$ cat src/rtl/uart_pkg.sv
// Shared UART definitions: FSM states, frame-length encodings and defaults.
// The BREAK/MARK states exist only when UART_TX_BREAK_EN is defined.
package uart_pkg;

  localparam int unsigned OVERSAMPLE_DEF = 16;

  localparam logic [1:0] FLEN_5 = 2'b00;
  localparam logic [1:0] FLEN_6 = 2'b01;
  localparam logic [1:0] FLEN_7 = 2'b10;
  localparam logic [1:0] FLEN_8 = 2'b11;

  typedef enum logic [2:0] {
    IDLE,
    START,
    DATA,
    PARITY,
    STOP
`ifdef UART_TX_BREAK_EN
    ,
    BREAK,
    MARK
`endif
  } state_e;

  typedef struct packed {
    logic       parity_en;
    logic       parity_odd;
    logic       stop_2;
    logic [1:0] frame_len;
  } frame_cfg_t;

  // Number of data bits carried by a frame_len code.
  function automatic logic [3:0] frame_bits(input logic [1:0] flen);
    logic [3:0] n;
    case (flen)
      FLEN_5:  n = 4'd5;
      FLEN_6:  n = 4'd6;
      FLEN_7:  n = 4'd7;
      default: n = 4'd8;
    endcase
    return n;
  endfunction

endpackage

$ cat src/rtl/uart_bit_timer.sv
// Sub-bit counter: counts clk_16bd cycles while enabled and strobes on the
// last cycle of each bit time. Held at zero while disabled.
module uart_bit_timer
  import uart_pkg::*;
#(
  parameter int unsigned OVERSAMPLE = OVERSAMPLE_DEF
) (
  input  logic clk_16bd,
  input  logic rst,
  input  logic i_en,
  output logic o_bit_done_c
);

  localparam int unsigned CNT_W = $clog2(OVERSAMPLE);

  logic [CNT_W-1:0] r_cnt;

  // Power-of-two OVERSAMPLE lets the counter wrap to 0 at each bit boundary.
  always_ff @(posedge clk_16bd or negedge rst) begin
    if (!rst) begin
      r_cnt <= '0;
    end else if (!i_en) begin
      r_cnt <= '0;
    end else begin
      r_cnt <= r_cnt + CNT_W'(1);
    end
  end

  assign o_bit_done_c = i_en && (r_cnt == CNT_W'(OVERSAMPLE - 1));

endmodule

$ cat src/rtl/uart_tx_16x.sv
// UART transmitter, 16x bit clock: start, 5-8 data bits LSB first, optional
// parity, 1 or 2 stop bits. Define UART_TX_BREAK_EN to add the brk input.
module uart_tx_16x
  import uart_pkg::*;
#(
  parameter int unsigned OVERSAMPLE = OVERSAMPLE_DEF,
  parameter int unsigned DATA_W     = 8
) (
  input  logic              clk_16bd,
  input  logic              rst,
  input  logic [DATA_W-1:0] data,
  input  logic              valid,
  output logic              ready,
  input  logic              parity_en,
  input  logic              parity_odd,
  input  logic              stop_2,
  input  logic [1:0]        frame_len,
`ifdef UART_TX_BREAK_EN
  input  logic              brk,
`endif
  output logic              Tx,
  output logic              busy
);

  state_e            r_state;
  state_e            w_next_state;
  logic [DATA_W-1:0] r_shift;
  logic [DATA_W-1:0] w_shift_d;
  logic [DATA_W-1:0] w_mask;
  logic [2:0]        r_bit_idx;
  logic [2:0]        w_bit_idx_d;
  logic [2:0]        r_last_idx;
  logic [3:0]        w_nbits;
  frame_cfg_t        r_cfg;
  logic              r_parity_bit;
  logic              w_load;
  logic              w_timer_en;
  logic              w_bit_done;
  logic              w_tx_d;
  logic              w_ready_d;
  logic              w_busy_d;
  logic              r_tx;
  logic              r_ready;
  logic              r_busy;

  uart_bit_timer #(
    .OVERSAMPLE (OVERSAMPLE)
  ) u_bit_timer (
    .clk_16bd     (clk_16bd),
    .rst          (rst),
    .i_en         (w_timer_en),
    .o_bit_done_c (w_bit_done)
  );

  // Selects the data bits that belong to the requested frame length.
  always_comb begin
    w_nbits = frame_bits(frame_len);
    w_mask  = '0;
    for (int i = 0; i < int'(DATA_W); i++) begin
      if (i < int'(w_nbits)) begin
        w_mask[i] = 1'b1;
      end
    end
  end

  always_ff @(posedge clk_16bd or negedge rst) begin
    if (!rst) begin
      r_state <= IDLE;
    end else begin
      r_state <= w_next_state;
    end
  end

  // Next state, datapath updates and the line level for the current state.
  always_comb begin
    w_next_state = r_state;
    w_shift_d    = r_shift;
    w_bit_idx_d  = r_bit_idx;
    w_load       = 1'b0;
    w_timer_en   = 1'b0;
    w_tx_d       = 1'b1;
    case (r_state)
      IDLE: begin
`ifdef UART_TX_BREAK_EN
        if (brk) begin
          w_next_state = BREAK;
        end else
`endif
        if (valid && r_ready) begin
          w_next_state = START;
          w_load       = 1'b1;
          w_shift_d    = data;
          w_bit_idx_d  = 3'd0;
        end
      end
      START: begin
        w_tx_d     = 1'b0;
        w_timer_en = 1'b1;
        if (w_bit_done) begin
          w_next_state = DATA;
        end
      end
      DATA: begin
        w_tx_d     = r_shift[0];
        w_timer_en = 1'b1;
        if (w_bit_done) begin
          w_shift_d = r_shift >> 1;
          if (r_bit_idx == r_last_idx) begin
            w_bit_idx_d  = 3'd0;
            w_next_state = r_cfg.parity_en ? PARITY : STOP;
          end else begin
            w_bit_idx_d = r_bit_idx + 3'd1;
          end
        end
      end
      PARITY: begin
        w_tx_d     = r_parity_bit;
        w_timer_en = 1'b1;
        if (w_bit_done) begin
          w_next_state = STOP;
        end
      end
      STOP: begin
        w_tx_d     = 1'b1;
        w_timer_en = 1'b1;
        if (w_bit_done) begin
          if (r_bit_idx == {2'b00, r_cfg.stop_2}) begin
            w_bit_idx_d  = 3'd0;
            w_next_state = IDLE;
          end else begin
            w_bit_idx_d = r_bit_idx + 3'd1;
          end
        end
      end
`ifdef UART_TX_BREAK_EN
      BREAK: begin
        w_tx_d = 1'b0;
        if (!brk) begin
          w_next_state = MARK;
        end
      end
      MARK: begin
        w_tx_d     = 1'b1;
        w_timer_en = 1'b1;
        if (w_bit_done) begin
          w_next_state = IDLE;
        end
      end
`endif
      default: begin
        w_next_state = IDLE;
      end
    endcase
    w_ready_d = (w_next_state == IDLE);
    w_busy_d  = (w_next_state == START) || (w_next_state == DATA) ||
                (w_next_state == PARITY) || (w_next_state == STOP);
  end

  // Frame configuration and parity are captured at the handshake only.
  always_ff @(posedge clk_16bd or negedge rst) begin
    if (!rst) begin
      r_shift      <= '0;
      r_bit_idx    <= 3'd0;
      r_last_idx   <= 3'd0;
      r_cfg        <= '0;
      r_parity_bit <= 1'b0;
      r_tx         <= 1'b1;
      r_ready      <= 1'b1;
      r_busy       <= 1'b0;
    end else begin
      r_shift   <= w_shift_d;
      r_bit_idx <= w_bit_idx_d;
      r_tx      <= w_tx_d;
      r_ready   <= w_ready_d;
      r_busy    <= w_busy_d;
      if (w_load) begin
        r_last_idx   <= 3'(w_nbits - 4'd1);
        r_cfg        <= '{parity_en:  parity_en,
                          parity_odd: parity_odd,
                          stop_2:     stop_2,
                          frame_len:  frame_len};
        r_parity_bit <= (^(data & w_mask)) ^ parity_odd;
      end
    end
  end

  assign Tx    = r_tx;
  assign ready = r_ready;
  assign busy  = r_busy;

endmodule

$ cat config.mk
export PLATFORM = sky130hd
export DESIGN_NAME = uart_tx_16x
export DESIGN_NICKNAME = d
export VERILOG_FILES = /design/src/rtl/uart_pkg.sv /design/src/rtl/uart_bit_timer.sv /design/src/rtl/uart_tx_16x.sv
export SDC_FILE = /design/constraint.sdc
export NUM_CORES = 1
export LEC_CHECK = 0
export ABC_CLOCK_PERIOD_IN_PS = 2200
export BUFFER_PORTS_ARGS = -buffer_cell sky130_fd_sc_hd__buf_4
export CAP_MARGIN = 30
export CORE_MARGIN = 8
export CORE_UTILIZATION = 45
export DETAILED_ROUTE_END_ITERATION = 10
export GPL_ROUTABILITY_DRIVEN = 0
export PLACE_DENSITY_LB_ADDON = 0.1
export SYNTH_ARGS = -nofsm -noshare
export SYNTH_HDL_FRONTEND = slang
export SYNTH_SLANG_ARGS = --single-unit
$ cat constraint.sdc
create_clock -name clk_16bd -period 2.2 [get_ports clk_16bd]
set_input_delay 0.22 -clock clk_16bd [delete_from_list [all_inputs] [get_ports clk_16bd]]
set_output_delay 0.22 -clock clk_16bd [all_outputs]
set_load 0.1 [all_outputs]
==> summary.txt, run 1 <==
STA
  • RSZ-0062 raised after global routing: no
  • Post-route minimum period: 1.80 ns
  • FMAX: approximately 0.56 GHz
  • Worst hold slack: about 0.13 ns
  • Max Transition Viols Final: 0
  • Max-slew headroom: between 70 and 80%
  • Slew @ Worst Pin: 0.440 ns
  • Worst Skew: about 0.0033 ns
  • Setup TNS: 0 ns
  • Final Hold Viols: 0
  • Setup violations, final: 0
  • Fin crit share: 81.9%

Clock network
  • Worst skew pair latency: 0.32 ns
  • Clock Root Buffer: clkbuf_4
  • Post-CTS Setup Bufs: 0
  • Clock sink count: 27
  • CTS clk-pin slew, worst paths: 0.14 ns
  • CTS Buffer Depth: 2
  • CTS tree: built
  • H-tree Lvls: 1
  • Num CTS Buffers: 3
  • CTS resizes: 0

Worst setup path
  • Max FO, Critical Path: 15
  • Critical path buffers and inverters: 1
  • Crit Path Category: reg2reg
  • CP max-delay cell: dfrtp_1
  • Worst Path Arrival: 2.03 ns
  • Cell Chain, Critical Path: nor2_1, nand3_2, o21ai_4, inv_1, a32o_1
  • CP Capture Type: flop
  • Worst path max stage delay: 0.55 ns
  • Worst setup SP type: flop
  • Worst EP required: about 2.4 ns
  • Cell family with most CP delay: compound AO/OA/AOI/OAI gates

Floorplanning
  • FP Rows: 20
  • Die area: 0.00534 sq mm
  • Initial core utilization: between 40% and 50%
  • Core Region: 0.00308 sq mm
  • Die Ht: around 73 microns
  • Overall die width: around 73 microns
  • # IOs: 19

Detailed routing
  • Initial DRT Pass Iterations: 4
  • Via density per instance: ~5.1
  • Final ANT Viol Nets: 0
  • Initial DRC count: 25
  • DR vias: ~1.0k
  • Routed WL: ~2.6 mm
  • Routed len/inst: between 10 and 15 microns
  • DRC Markers: 0

Synth
  • Post-Synthesis Cells: approximately 140
  • Synth unique cells: 38
  • Post-synthesis instance area: ~0.0015 sq mm
  • Mapped Nets: about 160
  • Share of the yosys chip area belonging to registers: between 40% and 50%
  • Yosys synthesis warning count: 0
  • Syn Area/Cell: around 11 sq um
  • Register bit total from synthesis: 27

Finish
  • Final nets: about 170
  • P&R area growth vs syn: 11.8%
  • # diodes: 0
  • Layout cells sized above 1: 23.9%

Place
  • PortBufs: 18
  • Hpwl dp: 1.99 mm

Power and ir drop
  • Peak supply drop: roughly 0.52 mV
  • PwrDens: around 1100 mW/mm^2
  • Leak Pwr: about 0.00069 uW

GRT
  • Vias in the first global route: approximately 1.1k
  • First-pass GRT wire length: about 4.7 mm
  • GRT Util Overall: approximately 11%
  • Largest net degree at the start of global routing: 28
  • Initial antenna violation count: 0
  • Grt total ovfl: 0

Run
  • Max-cap violations: 0

Hold path
  • Hold WC Path Type: in2reg

Run status
  • Outcome: complete, no violations
-- per-layer routing --
| metal | part of all wire (%) | up-vias | GRT usage, % | wire [microns] |
|---|---|---|---|---|
| li1 | - | 511 | - | - |
| met4 | 0.88 | 0 | 4.00 | 23 |
| met5 | 0 | - | 0 | 0 |
| met1 | 50 | 475 | 14.8 | 1310 |
| met3 | 3.5 | 2 | 2.47 | 92 |
| met2 | 45 | 19 | 16.8 | 1190 |
-- worst reg2reg max path, stage by stage, from the launching register on --
cell and delay [ns]:
dfrtp_1 0.55, nor2_1 0.30, nand3_2 0.19, o21ai_4 0.37, inv_1 0.09, a32o_1 0.21
-- state kept, by name, summed over array words and instances, names as in the netlist --
| name | cells |
|---|---|
| busy | 1 |
| Tx | 1 |
| r_bit_idx | 3 |
| r_cfg | 2 |
| u_bit_timer.r_cnt | 4 |
| ready | 1 |
| r_shift | 8 |
| r_last_idx | 3 |
| r_parity_bit | 1 |
| r_state | 3 |
-- area by class of cell --
cell class                 instances  area [sq um]
timing repair buffer              20           153
inverter                          10          37.5
sequential                        27           678
clock inverter                     1          5.00
multi-input combinational         94           687
tap                               44          55.1
fill                             282          1440
clock buffer                       3          22.5
-- path summary, 6_finish.rpt --
path / startpoint / end / slack, ns / depth (start not counted)
worst max-delay path: r_state[1] / r_shift[7] / 0.40 / 5
worst min-delay path: stop_2 / r_cfg[2] / 0.13 / 2
worst max register to register: r_state[1] / r_shift[7] / 0.40 / 5
worst min register to register: u_bit_timer.r_cnt[0] / u_bit_timer.r_cnt[0] / 0.47 / 1
max in group asynchronous: rst / Tx / 1.58 / 2
min in group asynchronous: rst / r_state[2] / 0.32 / 2
-- where the power goes --
group,switching [uW],internal [uW]
Sequential,178,709
Clock,141,68.0
Combinational,424,303
Total,743,1080
-- kinds of logic after synthesis --
kind of cell	share of synthesized area, %
xor+xnor	8.97
fa+ha+maj	1.71
flops	46.3
compound gates	14.6
mux	8.54
simple gates	13.1
buf+inv	6.83
-- cell usage after synthesis --
master	number	share of area [%]
a211o_1	1	0.60
a211oi_1	1	0.51
a21boi_0	1	0.51
a21oi_1	10	3.4
a221oi_4	1	1.8
a311o_1	1	0.68
a31oi_1	1	0.43
a32o_1	1	0.68
and3_1	2	0.85
buf_4	2	1.0
buf_6	3	2.3
clkbuf_8	1	0.94
dfrtp_1	25	43
dfstp_2	2	3.6
ha_1	2	1.7
inv_1	10	2.6
mux2_2	4	3.1
mux2i_1	8	5.5
nand2_1	8	2.0
nand2_2	1	0.43
nand3_1	5	1.7
nand3_2	1	0.68
nand4b_1	1	0.60
nor2_1	14	3.6
nor2_4	1	0.77
nor3_1	2	0.68
nor3b_1	1	0.51
o211ai_1	1	0.51
o21ai_0	3	1.0
o21ai_4	1	1.1
o21bai_2	1	0.77
o221ai_1	1	0.60
o311ai_0	2	1.2
o41a_1	1	0.77
or2_2	1	0.43
or3_4	1	0.77
xnor2_1	10	6.0
xor2_1	5	3.0
-- placed cells by master (no fill, tap or decap), types with 2 or more instances in the layout --
master / count
dfrtp_1: 25
buf_4: 19
nor2_1: 14
inv_1: 10
a21oi_1: 10
xnor2_1: 10
nand2_1: 8
mux2i_1: 8
nand3_1: 5
xor2_1: 5
mux2_2: 4
o21ai_0: 3
clkbuf_4: 3
dfstp_2: 2
and3_1: 2
nor3_1: 2
o311ai_0: 2
ha_1: 2
-- repair_timing --
action                     4_1_cts  5_1_grt
hold buffers                     1        0
hold endpoints to repair        25        0
setup endpoints to repair        0        0
-- through the flow --
step           area (sq um)  setup slack [ns]  cells  total power, uW  util [%]
2_1_floorplan          1470             0.423    137             1490         -
3_3_place_gp           1600             0.460    194             1620      52.0
3_5_place_dp           1600             0.423    194             1630      52.0
4_1_cts                1640             0.400    199             1840      53.2
5_1_grt                1640             0.244    199             1970      53.2
6_report               1640             0.399    199             1820      53.2
Note: power is estimated with default switching activity, not from simulation.
==> run 2: changes to the inputs <==
--- a/config.mk
+++ b/config.mk
@@ -5,7 +5,7 @@
 export SDC_FILE = /design/constraint.sdc
 export NUM_CORES = 1
 export LEC_CHECK = 0
-export ABC_CLOCK_PERIOD_IN_PS = 2200
+export ABC_CLOCK_PERIOD_IN_PS = 1500
 export BUFFER_PORTS_ARGS = -buffer_cell sky130_fd_sc_hd__buf_4
 export CAP_MARGIN = 30
 export CORE_MARGIN = 8
==> constraint.sdc (replaced) <==
create_clock -name clk_16bd -period 1.5 [get_ports clk_16bd]
set_input_delay 0.15 -clock clk_16bd [delete_from_list [all_inputs] [get_ports clk_16bd]]
set_output_delay 0.15 -clock clk_16bd [all_outputs]
set_load 0.1 [all_outputs]
==> summary.txt, run 2 (synthesis results as in run 1) <==
Power and ir drop
  • PwrDens: 1600 mW/mm^2 (was 1110 mW/mm^2)
  • Peak supply drop: 0.888 mV (was 0.521 mV)
  • Reg power frac: 42.2% (was 48.6%)
  • Clock Power Share: 10.3% (was 11.5%)
  • Total power: 3040 uW (was 1820 uW)
  • Leak Pwr: 0.000815 uW (was 0.000688 uW)
  • Internal power: 1820 uW (was 1080 uW)
  • Comb power frac: 47.5% (was 39.9%)
  • Switch share: 40.2% (was 40.8%)
  • P_sw: 1220 uW (was 743 uW)

Worst setup path
  • Worst-case reg-to-reg path depth: 6 (was 5)
  • Worst path max stage delay: 0.38 ns (was 0.55 ns)
  • Worst reg2reg setup slack: -0.12 ns (was 0.40 ns)
  • Worst Path Arrival: 1.85 ns (was 2.03 ns)
  • RR Endpoint: r_bit_idx[2] (was r_shift[7])
  • Worst setup SP type: flop (unchanged)
  • Crit Path Category: reg2reg (unchanged)
  • Cell family with most CP delay: compound AO/OA/AOI/OAI gates (unchanged)
  • CP max-delay cell: dfrtp_1 (unchanged)
  • CP Capture Type: flop (unchanged)
  • Worst EP required: 1.73 ns (was 2.42 ns)
  • Worst R2R Start: u_bit_timer.r_cnt[1] (was r_state[1])
  • Crit path from: u_bit_timer.r_cnt[1] (was r_state[1])
  • Cell Chain, Critical Path: ha_2, and3_4, nand2_2, a221oi_4, buf_4, o221ai_2 (was nor2_1, nand3_2, o21ai_4, inv_1, a32o_1)
  • Critical path buffers and inverters: 1 (unchanged)
  • Max FO, Critical Path: 6 (was 15)

STA
  • Final Hold Viols: 0 (unchanged)
  • Max-slew headroom: 75.2% (was 70.3%)
  • FMAX: 0.617 GHz (was 0.555 GHz)
  • Fin crit share: 108% (was 81.9%)
  • Worst Skew: 0.00792 ns (was 0.00335 ns)
  • Slew @ Worst Pin: 0.366 ns (was 0.440 ns)
  • Setup violations, final: 6 (was 0)
  • Max Transition Viols Final: 0 (unchanged)
  • RSZ-0062 raised after global routing: yes (was no)
  • Post-route setup slack: -0.122 ns (was 0.399 ns)
  • Worst hold slack: 0.0511 ns (was 0.126 ns)
  • Post-route minimum period: 1.62 ns (was 1.80 ns)

Detailed routing
  • Max Used Layer: met4 (unchanged)
  • Via density per instance: 5.17 (was 5.06)
  • DR WL met3: 162 microns (was 92 microns)
  • Met2 wire length: 1.48 mm (was 1.19 mm)
  • Initial DRT Pass Iterations: 4 (unchanged)
  • Routed len/inst: 13.8 microns (was 13.2 microns)
  • Initial DRC count: 42 (was 25)
  • Routed WL: 3.03 mm (was 2.62 mm)
  • Final ANT Viol Nets: 0 (unchanged)
  • DRC Markers: 0 (unchanged)
  • DR vias: 1137 (was 1007)
  • Wl on met1: 1.36 mm (was 1.31 mm)

Finish
  • Largest regs: r_shift (8), u_bit_timer.r_cnt (4) (unchanged)
  • Final nets: 195 (was 174)
  • # diodes: 0 (unchanged)
  • Max reg flops: 8 (unchanged)
  • Layout cells sized above 1: 39.8% (was 23.9%)
  • FF/Latch Area: 682 sq um (was 678 sq um)
  • P&R area growth vs syn: 29.4% (was 11.8%)
  • Fin area: 0.00190 sq mm (was 0.00164 sq mm)
  • Most frequent cells in the layout: 39 x buf_4, 25 x dfrtp_1, 11 x nor2_1 (was 25 x dfrtp_1, 19 x buf_4, 14 x nor2_1)
  • Top reg by flops: r_shift (unchanged)
  • Area of the multi-input gates: 772 sq um (was 687 sq um)
  • Non-filler instance count after layout: 220 (was 199)
  • Fill cell count: 279 (was 282)
  • Most common cell after layout, fill and taps aside: buf_4 (was dfrtp_1)

Clock network
  • Num CTS Buffers: 3 (unchanged)
  • Worst skew pair latency: 0.33 ns (was 0.32 ns)
  • CTS tree: built (unchanged)
  • CTS clk-pin slew, worst paths: 0.14 ns (about the same)
  • CTS Buffer Depth: 2 (unchanged)
  • H-tree Lvls: 1 (unchanged)
  • Clock sink count: 27 (unchanged)
  • Clock Root Buffer: clkbuf_4 (unchanged)

Floorplanning
  • Core Region: 0.00308 sq mm (unchanged)
  • Overall die width: 73.1 microns (unchanged)
  • Initial core utilization: 47.6% (unchanged)
  • FP Rows: 20 (unchanged)
  • Die area: 0.00534 sq mm (unchanged)
  • # IOs: 19 (unchanged)
  • Die Ht: 73.1 microns (unchanged)

GRT
  • GRT Util Overall: 12.5% (was 11.0%)
  • Grt total ovfl: 0 (unchanged)
  • First-pass GRT wire length: 5.33 mm (was 4.71 mm)
  • Largest net degree at the start of global routing: 28 (unchanged)
  • Vias in the first global route: 1159 (was 1060)
  • Initial antenna violation count: 0 (unchanged)

Hold path
  • Min-Delay Endpoint: r_cfg[2] (unchanged)
  • Hold WC Path Type: in2reg (unchanged)
  • Hold path depth: 2 (unchanged)
  • Hold Startpoint: stop_2 (unchanged)

Place
  • PortBufs: 18 (unchanged)
  • Dpl cell area: 0.00172 sq mm (was 0.00160 sq mm)
  • Hpwl dp: 2.20 mm (was 1.99 mm)
  • Placed Cells: 206 (was 194)

Run
  • Max-cap violations: 0 (unchanged)

Run status
  • Failing checks: negative setup slack
  • Outcome: complete, but fails checks (was complete, no violations)
[run 2: changes by cell type in the layout (fill, tap and decap cells not counted), moves of 2 or more]
cell and change:
nand2_1 -3, nor2_2 +3, nor2_1 -3, buf_4 +20, nand2_2 +2, o311ai_0 -2, o311ai_1 +2
[run 2: per-layer routing]
metal	up-vias	GRT usage, %
li1	547	-
met1	553	15.3
met2	31	20.6
met3	6	4.12
met4	0	2.89
met5	-	0
[run 2: worst register-to-register path, delay by kind of cell, from the launching register on]
| family | cells | cell delay (ns) |
|---|---|---|
| compound gates | 2 | 0.45 |
| flops | 1 | 0.38 |
| simple gates | 2 | 0.31 |
| fa+ha+maj | 1 | 0.20 |
| buf+inv | 1 | 0.18 |
[run 2: worst max path at each step]
stage                        end  slack (ns)  cells after the start
detailed placement  r_bit_idx[2]       -0.16                      6
CTS                        ready       -0.11                      5
finish              r_bit_idx[2]       -0.12                      6
floorplan               r_cfg[2]       -0.08                      3
global placement           ready        -0.1                      5
global route        r_bit_idx[2]       -0.19                      6
[run 2: power groups by stage]
stage	logic, uW	registers [uW]	clock network, uW
4_1_cts	1390	1270	324
6_report	1440	1280	312
3_5_place_dp	1270	1280	0
2_1_floorplan	740	1480	0
3_3_place_gp	1250	1270	0
5_1_grt	1570	1320	362
[run 2: metrics by stage]
step	TNS (ns)	worst slack, ns	util, %
after global routing	-1.36	-0.193	61.6
final	-0.538	-0.122	61.6
after global placement	-0.483	-0.0956	55.9
after detailed placement	-0.795	-0.165	55.9
after CTS	-0.365	-0.114	60.3
after floorplan	-0.432	-0.0799	-
[run 2: final cells by class]
| type | count | share of cell area, % |
|---|---|---|
| inverters | 10 | 1.98 |
| clock buffers | 4 | 1.39 |
| multi-input cells | 94 | 40.7 |
| repair buffers | 41 | 17.0 |
| well taps | 44 | 2.90 |
| flip-flops and latches | 27 | 36.0 |
[run 2: what timing repair did]
item / CTS / global route
hold buffers: 1 / 0
buffers inserted: 7 / 2
setup endpoints to repair: 15 / 20
pin swaps: 10 / 6
resized for setup: 11 / 7
hold endpoints to repair: 27 / 0
==> run 3: changes to the inputs <==
--- a/config.mk
+++ b/config.mk
@@ -13,6 +13,7 @@
 export DETAILED_ROUTE_END_ITERATION = 10
 export GPL_ROUTABILITY_DRIVEN = 0
 export PLACE_DENSITY_LB_ADDON = 0.1
+export REMOVE_ABC_BUFFERS = 1
 export SYNTH_ARGS = -nofsm -noshare
 export SYNTH_HDL_FRONTEND = slang
 export SYNTH_SLANG_ARGS = --single-unit
==> summary.txt, run 3 (synthesis results as in run 1) <==
Run status
  • Outcome: complete, but fails checks (unchanged)
  • Failing checks: negative setup slack (unchanged)

Clock network
  • Num CTS Buffers: 3 (unchanged)
  • H-tree Lvls: 1 (unchanged)
  • Worst skew pair latency: 0.33 ns (about the same)
  • CTS Buffer Depth: 2 (unchanged)
  • Clock Root Buffer: clkbuf_4 (unchanged)
  • CTS clk-pin slew, worst paths: 0.15 ns (was 0.14 ns)
  • Clock sink count: 27 (unchanged)
  • CTS tree: built (unchanged)

Detailed routing
  • Final ANT Viol Nets: 0 (unchanged)
  • Routed WL: 3.01 mm (was 3.03 mm)
  • DR vias: 1113 (was 1137)
  • Routed len/inst: 13.8 microns (about the same)
  • Initial DRT Pass Iterations: 4 (unchanged)
  • Initial DRC count: 53 (was 42)
  • DRC Markers: 0 (unchanged)
  • Via density per instance: 5.08 (was 5.17)

Floorplanning
  • Overall die width: 73.1 microns (unchanged)
  • Initial core utilization: 47.6% (unchanged)
  • Die Ht: 73.1 microns (unchanged)
  • FP Rows: 20 (unchanged)
  • Die area: 0.00534 sq mm (unchanged)
  • # IOs: 19 (unchanged)
  • Core Region: 0.00308 sq mm (unchanged)

STA
  • Final Hold Viols: 0 (unchanged)
  • Setup TNS: -0.343 ns (was -0.538 ns)
  • Worst Skew: 0.0107 ns (was 0.00792 ns)
  • Max-slew headroom: 77.4% (was 75.2%)
  • Fin crit share: 108% (about the same)
  • Post-route setup slack: -0.125 ns (was -0.122 ns)
  • FMAX: 0.615 GHz (was 0.617 GHz)
  • Max Transition Viols Final: 0 (unchanged)
  • RSZ-0062 raised after global routing: yes (unchanged)
  • Post-route minimum period: 1.62 ns (about the same)
  • Slew @ Worst Pin: 0.334 ns (was 0.366 ns)
  • Setup violations, final: 6 (unchanged)

GRT
  • GR peak layer: met2 (unchanged)
  • Vias in the first global route: 1111 (was 1159)
  • Global Route met2 Usage: 19.0% (was 20.6%)
  • Initial antenna violation count: 0 (unchanged)
  • Grt total ovfl: 0 (unchanged)
  • Largest net degree at the start of global routing: 28 (unchanged)
  • Grt met3 use: 4.26% (was 4.12%)
  • GRT met1 Usage: 14.9% (was 15.3%)
  • GRT Util Overall: 12.1% (was 12.5%)
  • First-pass GRT wire length: 4.95 mm (was 5.33 mm)

Finish
  • P&R area growth vs syn: 27.8% (was 29.4%)
  • Largest regs: r_shift (8), u_bit_timer.r_cnt (4) (unchanged)
  • # diodes: 0 (unchanged)
  • Most frequent cells in the layout: 36 x buf_4, 24 x dfrtp_1, 14 x nor2_1 (was 39 x buf_4, 25 x dfrtp_1, 11 x nor2_1)
  • Top reg by flops: r_shift (unchanged)
  • Max reg flops: 8 (unchanged)
  • Fin area: 0.00187 sq mm (was 0.00190 sq mm)
  • Fill cell count: 261 (was 279)
  • Most common cell after layout, fill and taps aside: buf_4 (unchanged)
  • Final nets: 194 (was 195)
  • Layout cells sized above 1: 37.7% (was 39.8%)

Power and ir drop
  • Reg power frac: 42.7% (was 42.2%)
  • P_sw: 1200 uW (was 1220 uW)
  • Comb power frac: 46.7% (was 47.5%)
  • Internal power: 1780 uW (was 1820 uW)
  • PwrDens: 1590 mW/mm^2 (was 1600 mW/mm^2)
  • Switch share: 40.2% (about the same)
  • Clock Power Share: 10.5% (was 10.3%)
  • Peak supply drop: 0.869 mV (was 0.888 mV)
  • Leak Pwr: 0.000822 uW (was 0.000815 uW)

Worst setup path
  • Worst EP required: 1.78 ns (was 1.73 ns)
  • Worst R2R Start: r_last_idx[1] (was u_bit_timer.r_cnt[1])
  • Worst-case reg-to-reg path depth: 5 (was 6)
  • Cell Chain, Critical Path: xor2_2, or3_4, o21bai_2, a311o_1, and3_4 (was ha_2, and3_4, nand2_2, a221oi_4, buf_4, o221ai_2)
  • Worst Path Arrival: 1.90 ns (was 1.85 ns)
  • Worst path max stage delay: 0.44 ns (was 0.38 ns)
  • Critical path buffers and inverters: 0 (was 1)
  • Worst reg2reg setup slack: -0.12 ns (about the same)
  • Cell family with most CP delay: simple AND/OR/NAND/NOR gates (was compound AO/OA/AOI/OAI gates)
  • Max FO, Critical Path: 3 (was 6)
  • Worst setup SP type: flop (unchanged)
  • RR Endpoint: ready (was r_bit_idx[2])
  • CP Capture Type: flop (unchanged)
  • Crit Path Category: reg2reg (unchanged)
  • CP max-delay cell: dfrtp_1 (unchanged)

Place
  • Hpwl dp: 2.22 mm (was 2.20 mm)
  • Pre-CTS WS: -0.156 ns (was -0.165 ns)
  • PortBufs: 18 (unchanged)
  • Dpl cell area: 0.00171 sq mm (was 0.00172 sq mm)

Hold path
  • Hold Startpoint: parity_en (was stop_2)
  • Min-Delay Endpoint: r_cfg[4] (was r_cfg[2])
  • Hold path depth: 2 (unchanged)
  • Hold WC Path Type: in2reg (unchanged)

Run
  • Max-cap violations: 0 (unchanged)
==> run 3: cell types whose count changed in the layout (fill, tap and decap cells not counted), sizes merged <==
| cell | delta |
|---|---|
| clkinv | +1 |
| clkbuf | -1 |
| buf | -1 |
==> run 3: timing repair <==
item | in CTS | in global routing
gates cloned | 0 | 0
endpoints found under the hold margin | 27 | 0
pin swaps | 10 | 8
gates resized for setup | 10 | 8
hold buffers | 1 | 0
buffers inserted | 5 | 1
endpoints found under the setup margin | 14 | 16
==> run 3: worst max path at each step <==
stage	startpoint	end	slack, ns	cells after the start
global placement	u_bit_timer.r_cnt[0]	r_bit_idx[2]	-0.12	6
detailed placement	u_bit_timer.r_cnt[0]	r_bit_idx[2]	-0.16	6
finish	r_last_idx[1]	ready	-0.12	5
global route	u_bit_timer.r_cnt[1]	ready	-0.19	7
floorplan	r_state[1]	r_shift[7]	-0.73	5
CTS	r_bit_idx[1]	ready	-0.08	5
==> run 3: routing by layer <==
layer	routed length, microns	vias up
met2	1430	32
met3	136	4
met1	1410	527
met5	0	-
li1	-	550
met4	38	0
==> run 3: through the flow <==
step	instances	power (uW)	utilization, %	hold WS, ns
after global routing	219	3170	60.9	0.00894
after detailed placement	208	2540	55.4	0.0794
after CTS	218	2930	59.4	0.0235
after global placement	208	2500	55.4	0.0776
final	219	2980	60.9	0.0362
after floorplan	131	2130	-	-0.146
==> run 3: final cells by class <==
class | instances | area (sq um) | area share, %
multi-input cells | 94 | 751 | 40.1
flip-flops and latches | 27 | 679 | 36.3
repair buffers | 40 | 323 | 17.2
well taps | 44 | 55.1 | 2.94
inverters | 10 | 37.5 | 2.00
clock buffers | 3 | 22.5 | 1.20
clock inverters | 1 | 5.00 | 0.267
==> run 3: power by group through the flow <==
stage	logic [uW]	clock network, uW	registers (uW)
after floorplan	629	0	1500
after global routing	1500	358	1310
final	1390	314	1270
after global placement	1240	0	1260
after CTS	1350	331	1250
after detailed placement	1280	0	1260
